<file path="config.mk">
export PLATFORM = sky130hd
export DESIGN_NAME = gate_unit
export DESIGN_NICKNAME = d
export VERILOG_FILES = /design/src/rtl/gate_unit_pkg.sv /design/src/rtl/gate_unit_reduce.sv /design/src/rtl/gate_unit.sv
export SDC_FILE = /design/constraint.sdc
export NUM_CORES = 1
export LEC_CHECK = 0
export CAP_MARGIN = 0
export CORE_AREA = 2 2 39 41
export CTS_CLUSTER_DIAMETER = 200
export CTS_CLUSTER_SIZE = 24
export DETAILED_ROUTE_END_ITERATION = 10
export DIE_AREA = 0 0 41 43
export GPL_TIMING_DRIVEN = 0
export PLACE_DENSITY = 0.5
export SETUP_SLACK_MARGIN = 0.02
export SLEW_MARGIN = 20
export SYNTH_ARGS = -nofsm -noshare
export SYNTH_HDL_FRONTEND = slang
export SYNTH_SLANG_ARGS = --single-unit
</file>
<file path="constraint.sdc">
create_clock -name clk -period 1.5 [get_ports clk]
set_input_delay 0.3 -clock clk [delete_from_list [all_inputs] [get_ports clk]]
set_output_delay 0.3 -clock clk [all_outputs]
set_load 0.05 [all_outputs]
</file>
<file path="src/rtl/gate_unit_pkg.sv">
// Shared types for gate_unit: op codes, buffer states and the op field width.
package gate_unit_pkg;

    localparam int unsigned OP_W = 3;

    typedef enum logic [OP_W-1:0] {
        OP_OR   = 3'd0,
        OP_NOR  = 3'd1,
        OP_AND  = 3'd2,
        OP_NAND = 3'd3,
        OP_XOR  = 3'd4,
        OP_XNOR = 3'd5,
        OP_PASS = 3'd6,
        OP_NOT  = 3'd7
    } op_e;

    typedef enum logic [1:0] {
        EMPTY = 2'd0,
        ONE   = 2'd1,
        TWO   = 2'd2
    } state_e;

endpackage

</file>
<file path="src/rtl/gate_unit_reduce.sv">
// Combinational bitwise N_IN-operand logic function selected by op.
module gate_unit_reduce
    import gate_unit_pkg::*;
#(
    parameter int unsigned N_IN  = 2,
    parameter int unsigned WIDTH = 1
) (
    input  logic [OP_W-1:0]       op,
    input  logic [N_IN*WIDTH-1:0] a,
    output logic [WIDTH-1:0]      result
);

    logic [WIDTH-1:0] acc_or;
    logic [WIDTH-1:0] acc_and;
    logic [WIDTH-1:0] acc_xor;
    logic [WIDTH-1:0] opnd0;

    always_comb begin
        acc_or  = '0;
        acc_and = '1;
        acc_xor = '0;
        opnd0   = a[WIDTH-1:0];
        for (int i = 0; i < int'(N_IN); i++) begin
            acc_or  = acc_or  | a[i*WIDTH +: WIDTH];
            acc_and = acc_and & a[i*WIDTH +: WIDTH];
            acc_xor = acc_xor ^ a[i*WIDTH +: WIDTH];
        end
    end

    always_comb begin
        result = '0;
        case (op_e'(op))
            OP_OR:   result = acc_or;
            OP_NOR:  result = ~acc_or;
            OP_AND:  result = acc_and;
            OP_NAND: result = ~acc_and;
            OP_XOR:  result = acc_xor;
            OP_XNOR: result = ~acc_xor;
            OP_PASS: result = opnd0;
            OP_NOT:  result = ~opnd0;
            default: result = '0;
        endcase
    end

endmodule

</file>
<file path="src/rtl/gate_unit.sv">
// Registered N-input logic stage with valid/ready handshake and 2-entry skid buffer.
// Optional GATE_UNIT_PARITY_EN adds a per-entry even-parity output y_par.
module gate_unit
    import gate_unit_pkg::*;
#(
    parameter int unsigned N_IN  = 2,
    parameter int unsigned WIDTH = 1
) (
    input  logic                  clk,
    input  logic                  rst_n,
    input  logic                  in_valid,
    output logic                  in_ready,
    input  logic [OP_W-1:0]       op,
    input  logic [N_IN*WIDTH-1:0] a,
    output logic                  out_valid,
    input  logic                  out_ready,
    output logic [WIDTH-1:0]      y
`ifdef GATE_UNIT_PARITY_EN
    ,
    output logic                  y_par
`endif
);

    state_e           state_q, state_d;
    logic [WIDTH-1:0] head_q, head_d;
    logic [WIDTH-1:0] tail_q, tail_d;
    logic [WIDTH-1:0] res;
    logic             push;
    logic             pop;
`ifdef GATE_UNIT_PARITY_EN
    logic             head_par_q, head_par_d;
    logic             tail_par_q, tail_par_d;
    logic             res_par;
`endif

    gate_unit_reduce #(
        .N_IN  (N_IN),
        .WIDTH (WIDTH)
    ) u_reduce (
        .op     (op),
        .a      (a),
        .result (res)
    );

    // Ready depends on state only, so no path from out_ready to in_ready.
    assign in_ready  = rst_n && (state_q != TWO);
    assign out_valid = (state_q != EMPTY);
    assign y         = head_q;
    assign push      = in_valid && in_ready;
    assign pop       = out_valid && out_ready;
`ifdef GATE_UNIT_PARITY_EN
    assign res_par   = ^res;
    assign y_par     = head_par_q;
`endif

    always_comb begin
        state_d = state_q;
        head_d  = head_q;
        tail_d  = tail_q;
`ifdef GATE_UNIT_PARITY_EN
        head_par_d = head_par_q;
        tail_par_d = tail_par_q;
`endif
        case (state_q)
            EMPTY: begin
                if (push) begin
                    state_d = ONE;
                    head_d  = res;
`ifdef GATE_UNIT_PARITY_EN
                    head_par_d = res_par;
`endif
                end
            end
            ONE: begin
                if (push && pop) begin
                    head_d = res;
`ifdef GATE_UNIT_PARITY_EN
                    head_par_d = res_par;
`endif
                end else if (push) begin
                    state_d = TWO;
                    tail_d  = res;
`ifdef GATE_UNIT_PARITY_EN
                    tail_par_d = res_par;
`endif
                end else if (pop) begin
                    state_d = EMPTY;
                end
            end
            TWO: begin
                if (pop) begin
                    state_d = ONE;
                    head_d  = tail_q;
`ifdef GATE_UNIT_PARITY_EN
                    head_par_d = tail_par_q;
`endif
                end
            end
            default: state_d = EMPTY;
        endcase
    end

    always_ff @(posedge clk) begin
        if (!rst_n) begin
            state_q <= EMPTY;
            head_q  <= '0;
            tail_q  <= '0;
`ifdef GATE_UNIT_PARITY_EN
            head_par_q <= 1'b0;
            tail_par_q <= 1'b0;
`endif
        end else begin
            state_q <= state_d;
            head_q  <= head_d;
            tail_q  <= tail_d;
`ifdef GATE_UNIT_PARITY_EN
            head_par_q <= head_par_d;
            tail_par_q <= tail_par_d;
`endif
        end
    end

endmodule

</file>
==> flow_metrics.env <==
export IMPL_crit_path_max_fanout=8
export IMPL_ff2ff_setup_slack_ns=0.36
export IMPL_nFillCells=159
export IMPL_pwr_share_comb=0.320
export IMPL_io_pins=12
export IMPL_wire_per_inst_microns=9.55
export IMPL_hold_start="tail_q"
export IMPL_crit_required_ns=1.61
export IMPL_dieArea_sq_mm=0.00176
export IMPL_drt_iter0_drc=1
export IMPL_core_sq_mm=0.00138
export IMPL_placedCellCount=63
export IMPL_setup_viol=0
export IMPL_antenna_found_initial=0
export IMPL_cts_tree="built"
export IMPL_area_sequential_sq_um=81.3
export IMPL_cts_sinks=4
export IMPL_synthToLayoutAreaGrowth_pct=47.5
export IMPL_avgSynthCellArea_sq_um=8.86
export IMPL_leakage_nw=0.218
export IMPL_switchingPower_w=0.000113
export IMPL_cts_hold_buf=0
export IMPL_clkLatencyLatePin_ns=0.23
export IMPL_postLayoutCoreUtil=0.340
export IMPL_period_minus_slack_ns=1.41
export IMPL_synth_edf_count=0
export IMPL_grt_pass1_vias=271
export IMPL_setup_tns_final_ns=0
export IMPL_outcome="finished, final reports clean"
export IMPL_arrival_ns=1.52
export IMPL_clkPwrFrac=0.349
export IMPL_start_util=0.231
export IMPL_clock_skew_ns=0.00129
export IMPL_grt_max_degree=9
export IMPL_grt_ovfl_total=0
export IMPL_worstSetupStartpoint="out_ready"
export IMPL_p_seq_frac=0.331
export IMPL_drt_total_wl_microns=630
export IMPL_yosysSeqAreaShare=0.251
export IMPL_detail_route_first_pass_iterations=2
export IMPL_report_final_slew_viol_count=0
export IMPL_cts_buffers=3
export IMPL_place_congestion=0.594
export IMPL_grt_pass1_wl_microns=1040
export IMPL_row_count=14
export IMPL_syn_nets=47
export IMPL_chipWidth_microns=41
export IMPL_multi_input_area_sq_um=234
export IMPL_internal_power_w=0.000259
export IMPL_layout_common_cells="inv_1 (4), clkdlybuf4s50_1 (4)"
export IMPL_synthesis_area_sq_um=319
export IMPL_io_buffers=11
export IMPL_p_sw_frac=0.304
export IMPL_clock_path_buffers=2
export IMPL_via_count=300
export IMPL_slew_headroom=0.681
export IMPL_hp_class="reg -> reg"
export IMPL_startpoint_type="input pin"
export IMPL_fin_cells=66
export IMPL_rsz0062_at_grt="no"
export IMPL_layout_nets=63
export IMPL_ys_warn_count=0
export IMPL_clock_root_buffer="clkbuf_4"
export IMPL_hold_viol_final=0
export IMPL_synthCells=36
export IMPL_period_share=0.939
export IMPL_worstRegToRegCells=5
export IMPL_drive_gt1_frac=0.300
export IMPL_vdd_drop_max_uv=267
export IMPL_antenna_cells=0
export IMPL_power_density_mw_per_mm2=791
export IMPL_path_class="in -> reg"
export IMPL_fin_hold_ws_ns=0.497
export IMPL_async_reset_ff_frac=0
export IMPL_synth_cell_types=21
export IMPL_ys_flop_type="dfxtp_1"
export IMPL_detail_route_antenna_nets=0
export IMPL_r2r_start="state_q[1]"
export IMPL_fmax_ghz=0.710
export IMPL_drc=0
export IMPL_via_per_inst=4.55
export IMPL_die_y_microns=43
export IMPL_endpoint_kind="register"
export IMPL_dp_hpwl_microns=479
export IMPL_worstMarginPinSlew_ns=0.480
export IMPL_hold_depth=2
export IMPL_ys_ff_latch=4
export IMPL_post_cts_setup_buffers=0
export IMPL_grt_total_usage=0.0944
export IMPL_clk_pin_slew_ns=0.04
export IMPL_cap_viol_max_count=0
export IMPL_cts_max_level=1
==> final cells by class <==
type	count	area share
Sequential cell	4	0.173
Timing Repair Buffer	11	0.189
Inverter	5	0.0399
Buffer	1	0.0106
Clock buffer	3	0.0479
Tap cell	16	0.0426
Multi-Input combinational cell	26	0.497
==> final timing paths <==
path,to
min reg2reg,tail_q
max,y
max reg2reg,y
min,tail_q
==> flip-flops by register name, summed over array words and instances, names as in the netlist <==
signal	cells
state_q	2
tail_q	1
y	1
==> routing by layer <==
layer | global-route usage | up-vias | share of wire
li1 | - | 156 | -
met1 | 0.0932 | 132 | 0.42
met2 | 0.128 | 12 | 0.51
met3 | 0.0471 | 0 | 0.073
met4 | 0.100 | 0 | 0
met5 | 0 | - | 0
==> critical path: stages <==
cell             delay (ns)
clkdlybuf4s50_1        0.62
nor4bb_4               0.38
a31oi_1                0.07
nand2_1                0.08
a211oi_2               0.06
==> through the flow <==
| stage | cell area (sq um) | power [W] | worst slack (ns) |
|---|---|---|---|
| finish | 470 | 0.000372 | 0.0914 |
| floorplan | 323 | 0.000201 | 0.0324 |
| detailed placement | 453 | 0.000251 | -0.694 |
| global placement | 453 | 0.000251 | -0.694 |
| CTS | 460 | 0.000381 | 0.0701 |
| global route | 470 | 0.000410 | 0.0328 |
==> cells by family after synthesis <==
group | count (synthesis) | synth area share
and+or+nand+nor | 12 | 0.220
AOI/OAI and AO/OA | 7 | 0.161
buffers and inverters | 6 | 0.0745
muxes | 4 | 0.165
DFF | 4 | 0.251
adders and majority gates | 2 | 0.0784
xor gates and xnor gates | 1 | 0.0510
==> power by group through the flow <==
stage               Clock (W)  Sequential (W)  Combinational [W]
floorplan                   0        0.000133          0.0000676
detailed placement          0        0.000123           0.000128
CTS                  0.000140        0.000122           0.000119
finish               0.000130        0.000123           0.000119
global placement            0        0.000123           0.000128
global route         0.000154        0.000124           0.000131
==> cell usage after synthesis (all sizes together), types with 2 or more instances <==
| cell | number | area (sq um) |
|---|---|---|
| mux2i | 3 | 30.0 |
| nor3b | 2 | 15.0 |
| inv | 5 | 18.8 |
| nor2 | 3 | 11.3 |
| nand2 | 3 | 11.3 |
| ha | 2 | 25.0 |
| dfxtp | 4 | 80.1 |
==> timing repair <==
item | CTS | global route
endpoints found under the setup margin | 5 | 3
pin swaps | 3 | 1
resized for setup | 24 | 2
No activity file was read; power rests on OpenSTA's default activity.
